<file path="src/rtl/ulight_fifo_button_pio_in.sv">
// ulight_fifo_button_pio_in: Avalon-MM input PIO with a 2-flop synchronizer,
// sticky edge capture (write-1-to-clear) and a masked level interrupt.
module ulight_fifo_button_pio_in #(
    parameter int          WIDTH      = 5,
    parameter int          EDGE_TYPE  = 0,
    parameter logic [31:0] RESET_MASK = '0
) (
    input  logic             clk,
    input  logic             reset_n,
    input  logic [1:0]       address,
    input  logic             chipselect,
    input  logic             write_n,
    input  logic [31:0]      writedata,
    input  logic [WIDTH-1:0] in_port,
    output logic [31:0]      readdata,
    output logic             irq
);
    logic [WIDTH-1:0] sync1_q, sync2_q, sync_d_q, edge_q, edge_d, mask_q, mask_d, det, wd;
    logic [31:0]      readdata_q, readdata_d;
    logic             wr, unused_wd;

    always_comb begin
        wd = writedata[WIDTH-1:0];
        wr = chipselect & ~write_n;
        det = EDGE_TYPE == 1 ? ~sync2_q & sync_d_q :
              EDGE_TYPE == 2 ? sync2_q ^ sync_d_q : sync2_q & ~sync_d_q;
        mask_d = wr && address == 2'd2 ? wd : mask_q;
        // a new edge wins over a clear of the same bit
        edge_d = (edge_q & ~(wr && address == 2'd3 ? wd : '0)) | det;
        readdata_d = address == 2'd0 ? 32'(sync2_q) :
                     address == 2'd2 ? 32'(mask_q) :
                     address == 2'd3 ? 32'(edge_q) : '0;
    end

    always_ff @(posedge clk or negedge reset_n) begin
        if (!reset_n) begin
            sync1_q    <= '0;
            sync2_q    <= '0;
            sync_d_q   <= '0;
            edge_q     <= '0;
            mask_q     <= RESET_MASK[WIDTH-1:0];
            readdata_q <= '0;
        end else begin
            sync1_q    <= in_port;
            sync2_q    <= sync1_q;
            sync_d_q   <= sync2_q;
            edge_q     <= edge_d;
            mask_q     <= mask_d;
            readdata_q <= readdata_d;
        end
    end

    assign readdata  = readdata_q;
    assign irq       = |(edge_q & mask_q);
    assign unused_wd = ^writedata;
endmodule

</file>
<file path="config.mk">
export PLATFORM = sky130hd
export DESIGN_NAME = ulight_fifo_button_pio_in
export DESIGN_NICKNAME = d
export VERILOG_FILES = /design/src/rtl/ulight_fifo_button_pio_in.sv
export SDC_FILE = /design/constraint.sdc
export NUM_CORES = 1
export LEC_CHECK = 0
export ABC_AREA = 1
export CORE_ASPECT_RATIO = 0.6
export CORE_MARGIN = 5
export CORE_UTILIZATION = 37
export CTS_CLUSTER_DIAMETER = 50
export DETAILED_ROUTE_END_ITERATION = 8
export PLACE_DENSITY = 0.84
export SLEW_MARGIN = 15
export SYNTH_ARGS = -nofsm -noshare
export SYNTH_HDL_FRONTEND = slang
export SYNTH_SLANG_ARGS = --single-unit
</file>
<file path="constraint.sdc">
create_clock -name clk -period 0.85 [get_ports clk]
set_clock_uncertainty 0.05 [all_clocks]
set_input_delay 0.17 -clock clk [delete_from_list [all_inputs] [get_ports clk]]
set_output_delay 0.17 -clock clk [all_outputs]
set_load 0.02 [all_outputs]
</file>
=== After elaboration in Yosys (flattened, before gate mapping) ===
Cells that the tools add are included.

* Eq/ne operators: 2
* Muxes and demuxes: 4
* Bitwise operators: 8
* Reduce and logical (&&, ||, !) cells: 4

{| class="wikitable"
|+ Operators by type and width
! cell !! number
|-
| 5-bit 2-to-1 mux || 4
|-
| 5-bit AND || 3
|-
| 5-bit NOT || 2
|-
| 5-bit bitwise OR || 1
|-
| 5-bit OR reduction || 1
|-
| 2-bit == test (second input constant) || 2
|-
| 1-bit logical AND || 2
|-
| 2-bit zero test || 1
|-
| 1-bit AND || 1
|-
| 1-bit NOT || 1
|}

* Register bits: 30
* Word-level logic and storage cells: 24

=== Depth between registers and ports, before layout ===
Gate-level depths: netlist of run 1.

* Word-level depth: 7
* Depth in mapped cells: 6

=== Least setup slack after synthesis of run 1 ===
Ideal clock, no wire load.

* Path type: reg-to-output
* From: register mask_q[0]
* To: output port irq
* Arrival time: 0.717 ns
* Data required time: 0.630 ns
* Path slack: -0.087 ns
* Cell stages (with the launch flop): 5
* Cell sequence: dfrtp_1 -> nand2_1 -> nand2_1 -> inv_1 -> nand4_1

* Longest elaborated chain between the ends: 2

{| class="wikitable"
|+ RTL lines
! element !! RTL line !! source
|-
| from (decl) || 18 || <nowiki>logic [WIDTH-1:0] sync1_q, sync2_q, sync_d_q, edge_q, edge_d, mask_q, mask_d, det, wd;</nowiki>
|-
| from (signal assigned) || 41 || <nowiki>mask_q <= RESET_MASK[WIDTH-1:0];</nowiki>
|-
| from (signal assigned) || 48 || <nowiki>mask_q <= mask_d;</nowiki>
|-
| 5-bit AND || 54 || <nowiki>assign irq = |(edge_q & mask_q);</nowiki>
|-
| 5-bit OR reduction || 54 ||
|-
| to (decl) || 16 || <nowiki>output logic irq</nowiki>
|}

No other way between the ends.

=== Final worst setup path of run 1 ===
* From: register mask_q[4]
* To: output port irq

Same word-level chain as after synthesis.

==> impl_metrics.csv, run 1 <==
group,metric,value,unit
timing,maxSlewViolCount,0,
timing,whs,0.199,ns
power_and_ir_drop,clkPwrFrac,0.332,
critical_path,path_class,"reg -> out",
drt,drcViolationCount,0,
layout,nNetsFinal,223,
global_route,grt_first_pass_wirelength,4.21,mm
cts,ctsHoldBuffers,0,
power_and_ir_drop,p_per_area,2000,nW/um^2
drt,ant_nets,0,
power_and_ir_drop,p_seq_frac,0.466,
drt,drt_pre_antenna_iters,5,
cts,path_clk_slew,0.06,ns
yosys,syn-cell-area,1290,sq um
yosys,ys_ff_latch,30,
floorplanning,core_area,3300,sq um
drt,routed_wl,2.71,mm
yosys,synth_cells,136,
critical_path,crit_slowest_cell,"dfrtp_1",
critical_path,end_kind,"output pin",
timing,fmax,774,MHz
critical_path,r2r-end,"edge_q[0]",
placed_design,dp_slack,-0.581,ns
floorplanning,fp.dieW,86.3,microns
critical_path,critPathRequiredTime,0.63,ns
status,outcome,"complete, but fails checks",
layout,drive_gt1_frac,0.254,
power_and_ir_drop,intPower,2.50,mW
cts,cts_buffers,5,
power_and_ir_drop,ir_drop,0.00121,V
timing,finalCritPeriodShare,1.52,
power_and_ir_drop,p_sw,954,uW
global_route,grt_remaining_overflow,0,
yosys,synth_seq_area_share,0.581,
floorplanning,rows,16,
cts,clk_latency,0.27,ns
cts,root_buffer,"clkbuf_8",
floorplanning,start_util,0.391,
critical_path,worst_setup_path_start_kind,"flop",
drt,detail_route.iter0.violations,46,
drt,vias,919,
global_route,grt_util_all_layers,0.117,
layout,syn_to_final_growth,34.0,%
placed_design,dp_hpwl,1.89,mm
critical_path,reg2regPathDepth,4,
hold_path,hold_class,"in -> async",
timing,finalSetupViolCount,8,
cts,cts_tree,"done",
critical_path,path_delay_family,"flip-flops",
status,violations,"negative setup slack",
floorplanning,die_h,55.8,microns
placed_design,gp_congestion,0.791,
critical_path,cpPeakStageDelay,0.38,ns
global_route,grt_max_degree,31,
critical_path,crit_fanout,2,
drt,vias_per_cell,4.07,
power_and_ir_drop,p_sw_frac,0.276,
critical_path,path_common_cell,"nand2_1",
cts,clockBufferDepth,2,
timing,setup_tns,-1.28,ns
timing,setup_slack,-0.441,ns
critical_path,worstReg2RegStart,"edge_q[0]",
cts,clock-sinks,30,
yosys,ys_types,11,
floorplanning,ios,76,
critical_path,cp.buffers_inverters,2,
global_route,grt_pass1_vias,912,
cts,htreeDepth,2,
timing,fin_crit,1.29,ns
critical_path,cp-startpoint,"mask_q[4]",
layout,antenna_cells,0,
floorplanning,die_area,4810,sq um
job,cap_violations,0,
timing,grt_setup_unrepaired,"yes",
power_and_ir_drop,total_leakage_power,0.903,nW
drt,wl_per_cell,12.0,microns
critical_path,rrSetupSlack,-0.06,ns
placed_design,portBuffers,21,
yosys,ys_warn_count,0,
yosys,avgSynthCellArea,9.49,sq um
critical_path,cp_cell_sequence,"nand2_1 -> nand2_1 -> inv_1 -> nand4_1 -> buf_6",
power_and_ir_drop,power_frac_comb,0.202,
critical_path,crit_arrival,1.07,ns
global_route,antenna_found_initial,0,
timing,finalHoldViolCount,0,
[cell usage after synthesis]
| cell type | n | area [sq um] |
|---|---|---|
| nand3_1 | 15 | 75.1 |
| inv_2 | 1 | 3.75 |
| dfrtp_1 | 30 | 751 |
| nor2_2 | 2 | 12.5 |
| nor2_1 | 1 | 3.75 |
| buf_6 | 2 | 22.5 |
| nand2_1 | 48 | 180 |
| conb_1 | 1 | 3.75 |
| inv_1 | 8 | 30.0 |
| nand4_1 | 1 | 6.26 |
| buf_4 | 27 | 203 |
[sequential cells by signal, summed over array words and instances, names as in the netlist]
register  flops
edge_q        5
mask_q        5
readdata      5
sync1_q       5
sync2_q       5
sync_d_q      5
[placed cells by master (no fill, tap or decap), types with 3 or more instances in the layout]
master	Yosys	final
dlygate4sd2_1	0	4
clkdlybuf4s50_1	0	11
inv_1	8	7
buf_6	2	9
buf_4	27	14
conb_1	1	27
nand3_2	0	3
nand2_1	48	41
dfrtp_1	30	30
nand3_1	15	12
nand2_2	0	7
clkbuf_8	0	6
[area by class of cell]
class / count / area [sq um]
multi-input cells: 94 / 417
clock buffers: 7 / 86.3
flip-flops and latches: 30 / 751
repair inverters: 1 / 7.51
clock inverters: 1 / 5.00
well taps: 45 / 56.3
inverters: 9 / 36.3
repair buffers: 39 / 372
fillers: 303 / 1570
[routing by layer]
layer / share of wire / up-vias / routed length [microns] / track usage
met2: 0.52 / 25 / 1400 / 0.189
met1: 0.41 / 442 / 1120 / 0.137
met4: 0.011 / 0 / 29 / 0.0200
li1: - / 448 / - / -
met3: 0.060 / 4 / 162 / 0.0666
met5: 0 / - / 0 / 0
[per-stage QoR]
step	cells	area (sq um)	power, mW	utilization
global placement	214	1560	2.24	0.471
CTS	225	1690	3.46	0.512
detailed placement	214	1560	2.27	0.471
finish	226	1730	3.46	0.524
floorplan	162	1390	2.03	-
global route	226	1730	3.65	0.524
[logic make-up after synthesis]
group | after synthesis | share of synthesized area
and+or+nand+nor | 67 | 0.215
buffers and inverters | 38 | 0.201
DFF | 30 | 0.581
other | 1 | 0.00290
[worst reg2reg max path: cells and delay by family (launching register included)]
kind	cells	cell delay [ns]
flops	1	0.38
buf+inv	2	0.26
simple gates	2	0.11
[power by group through the flow]
stage	clock network [mW]	registers, mW	logic [mW]
after floorplan	0	1.66	0.367
after global placement	0	1.62	0.622
after detailed placement	0	1.63	0.636
after CTS	1.19	1.61	0.663
after global routing	1.27	1.63	0.755
final	1.15	1.61	0.698
[worst max-delay path by stage]
stage	slack, ns	endpoint	depth (start not counted)
floorplan	-0.09	irq	4
global placement	-0.53	irq	5
detailed placement	-0.58	irq	5
CTS	-0.43	irq	5
global route	-0.48	irq	5
finish	-0.44	irq	5
[repair_timing]
action | CTS | global route
gates cloned | 1 | 0
pin swaps | 7 | 8
resized for setup | 46 | 10
buffers inserted | 3 | 4
setup endpoints to repair | 21 | 11
Note: power is estimated with default switching activity, not from simulation.
==> run 2: changes to the inputs <==
TNS_END_PERCENT = 5   (was default)
==> run 2 against run 1 <==
- the run still ends with negative setup slack left
- clock-buffer cell count unchanged
- critical path depth unchanged
- die area unchanged
- sequential power about the same
- fmax decreased by 0.19%
- core utilization decreased by 1.9 points
- largest cell class unchanged
- largest power group unchanged
==> impl_metrics.csv, run 2 (synthesized netlist as in run 1, its figures left out) <==
group,metric,value,unit
drt,drcViolationCount,0,
critical_path,reg2regPathDepth,4,
layout,syn_to_final_growth,29.1,%
critical_path,rrSetupSlack,-0.09,ns
cts,cts_buffers,5,
layout,layout_commonest_cell,"nand2_1",
critical_path,critPathRequiredTime,0.63,ns
global_route,grt_max_degree,31,
timing,finalCritPeriodShare,1.52,
floorplanning,ios,76,
timing,fin_crit,1.29,ns
timing,grt_setup_unrepaired,"yes",
global_route,grt_pass1_vias,895,
floorplanning,core_area,3300,sq um
cts,cts_tree,"done",
drt,wl_per_cell,11.3,microns
placed_design,gp_congestion,0.791,
floorplanning,die_area,4810,sq um
critical_path,endpoint,"irq",
layout,drive_gt1_frac,0.194,
cts,clk_latency,0.27,ns
hold_path,hold_class,"in -> async",
timing,fmax,773,MHz
drt,drt_pre_antenna_iters,4,
global_route,antenna_found_initial,0,
critical_path,r2r-end,"readdata[4]",
cts,clockBufferDepth,2,
cts,clock-sinks,30,
drt,routed_wl,2.54,mm
status,outcome,"complete, but fails checks",
global_route,grt_first_pass_wirelength,4.08,mm
cts,ctsHoldBuffers,0,
layout,fin_area,1670,sq um
floorplanning,rows,16,
timing,setup_tns,-3.52,ns
timing,maxSlewViolCount,0,
placed_design,portBuffers,21,
job,cap_violations,0,
drt,ant_nets,0,
floorplanning,die_h,55.8,microns
global_route,grt_remaining_overflow,0,
critical_path,end_kind,"output pin",
status,violations,"negative setup slack",
drt,detail_route.iter0.violations,21,
cts,path_clk_slew,0.06,ns
power_and_ir_drop,ir_drop,0.00120,V
timing,finalSetupViolCount,21,
layout,antenna_cells,0,
layout,final_util,0.505,
layout,final_cell_mix,"nand2_1 (48), dfrtp_1 (30), conb_1 (27)",
timing,whs,0.198,ns
critical_path,worstReg2RegStart,"edge_q[4]",
critical_path,path_class,"reg -> out",
power_and_ir_drop,p_per_area,2040,nW/um^2
drt,vias_per_cell,4.03,
global_route,grt_util_all_layers,0.114,
floorplanning,start_util,0.391,
placed_design,dp_hpwl,1.89,mm
power_and_ir_drop,total_leakage_power,0.875,nW
cts,htreeDepth,2,
timing,setup_slack,-0.444,ns
drt,vias,907,
placed_design,dp_slack,-0.581,ns
timing,finalHoldViolCount,0,
critical_path,crit_fanout,2,
critical_path,crit_arrival,1.07,ns
critical_path,worst_setup_path_start_kind,"flop",
placed_design,dpl_cell_area,1560,sq um
layout,nNetsFinal,222,
floorplanning,fp.dieW,86.3,microns
cts,root_buffer,"clkbuf_8",
critical_path,cp-startpoint,"edge_q[0]",
[run 2: changes by cell type in the layout (fill, tap and decap cells not counted), sizes merged]
cell           delta
clkdlybuf4s50     +2
dlygate4sd2       -2
clkinvlp          -1
[run 2: worst min path at each step]
stage          startpoint    endpoint  slack [ns]  cells after the start
6_report          reset_n  sync1_q[1]        0.20                      2
5_1_grt           reset_n  sync1_q[1]        0.20                      2
4_1_cts           reset_n  sync1_q[1]        0.20                      2
3_5_place_dp   sync1_q[4]  sync2_q[4]        0.28                      0
3_3_place_gp   sync1_q[4]  sync2_q[4]        0.28                      0
2_1_floorplan     reset_n   edge_q[0]       -0.18                      0
[run 2: area by class of cell]
| type | instances | area, sq um |
|---|---|---|
| Clock inverter | 1 | 5.00 |
| Timing Repair Buffer | 39 | 348 |
| Clock buffer | 7 | 86.3 |
| Tap cell | 45 | 56.3 |
| Sequential cell | 30 | 751 |
| Multi-Input combinational cell | 94 | 384 |
| Fill cell | 312 | 1640 |
| Inverter | 9 | 36.3 |
[run 2: metrics by stage]
step | total power, mW | std cells
after global routing | 3.60 | 225
after floorplan | 2.03 | 162
after detailed placement | 2.27 | 214
final | 3.40 | 225
after global placement | 2.24 | 214
after CTS | 3.42 | 224
[run 2: timing repair]
item | in CTS | in global routing
setup buffers | 2 | 1
resized for setup | 32 | 4
pin swaps | 3 | 2
endpoints found under the setup margin | 21 | 21
hold endpoints to repair | 0 | 0
[run 2: critical path, stage by stage, from the launching register on]
cell and delay, ns:
dfrtp_1 0.38, nand2_1 0.07, nand2_1 0.05, inv_1 0.05, nand4_1 0.09, buf_6 0.15
[run 2: power breakdown]
group,internal [mW],switching [mW]
sequential,1.55,0.0558
clock,0.651,0.502
combinational,0.278,0.369
[run 2: layer usage]
metal | vias up | wire length (microns) | track usage | part of all wire
li1 | 449 | - | - | -
met1 | 429 | 1060 | 0.130 | 0.42
met2 | 27 | 1290 | 0.186 | 0.51
met3 | 2 | 163 | 0.0680 | 0.064
met4 | 0 | 21 | 0.0200 | 0.0083
met5 | - | 0 | 0 | 0
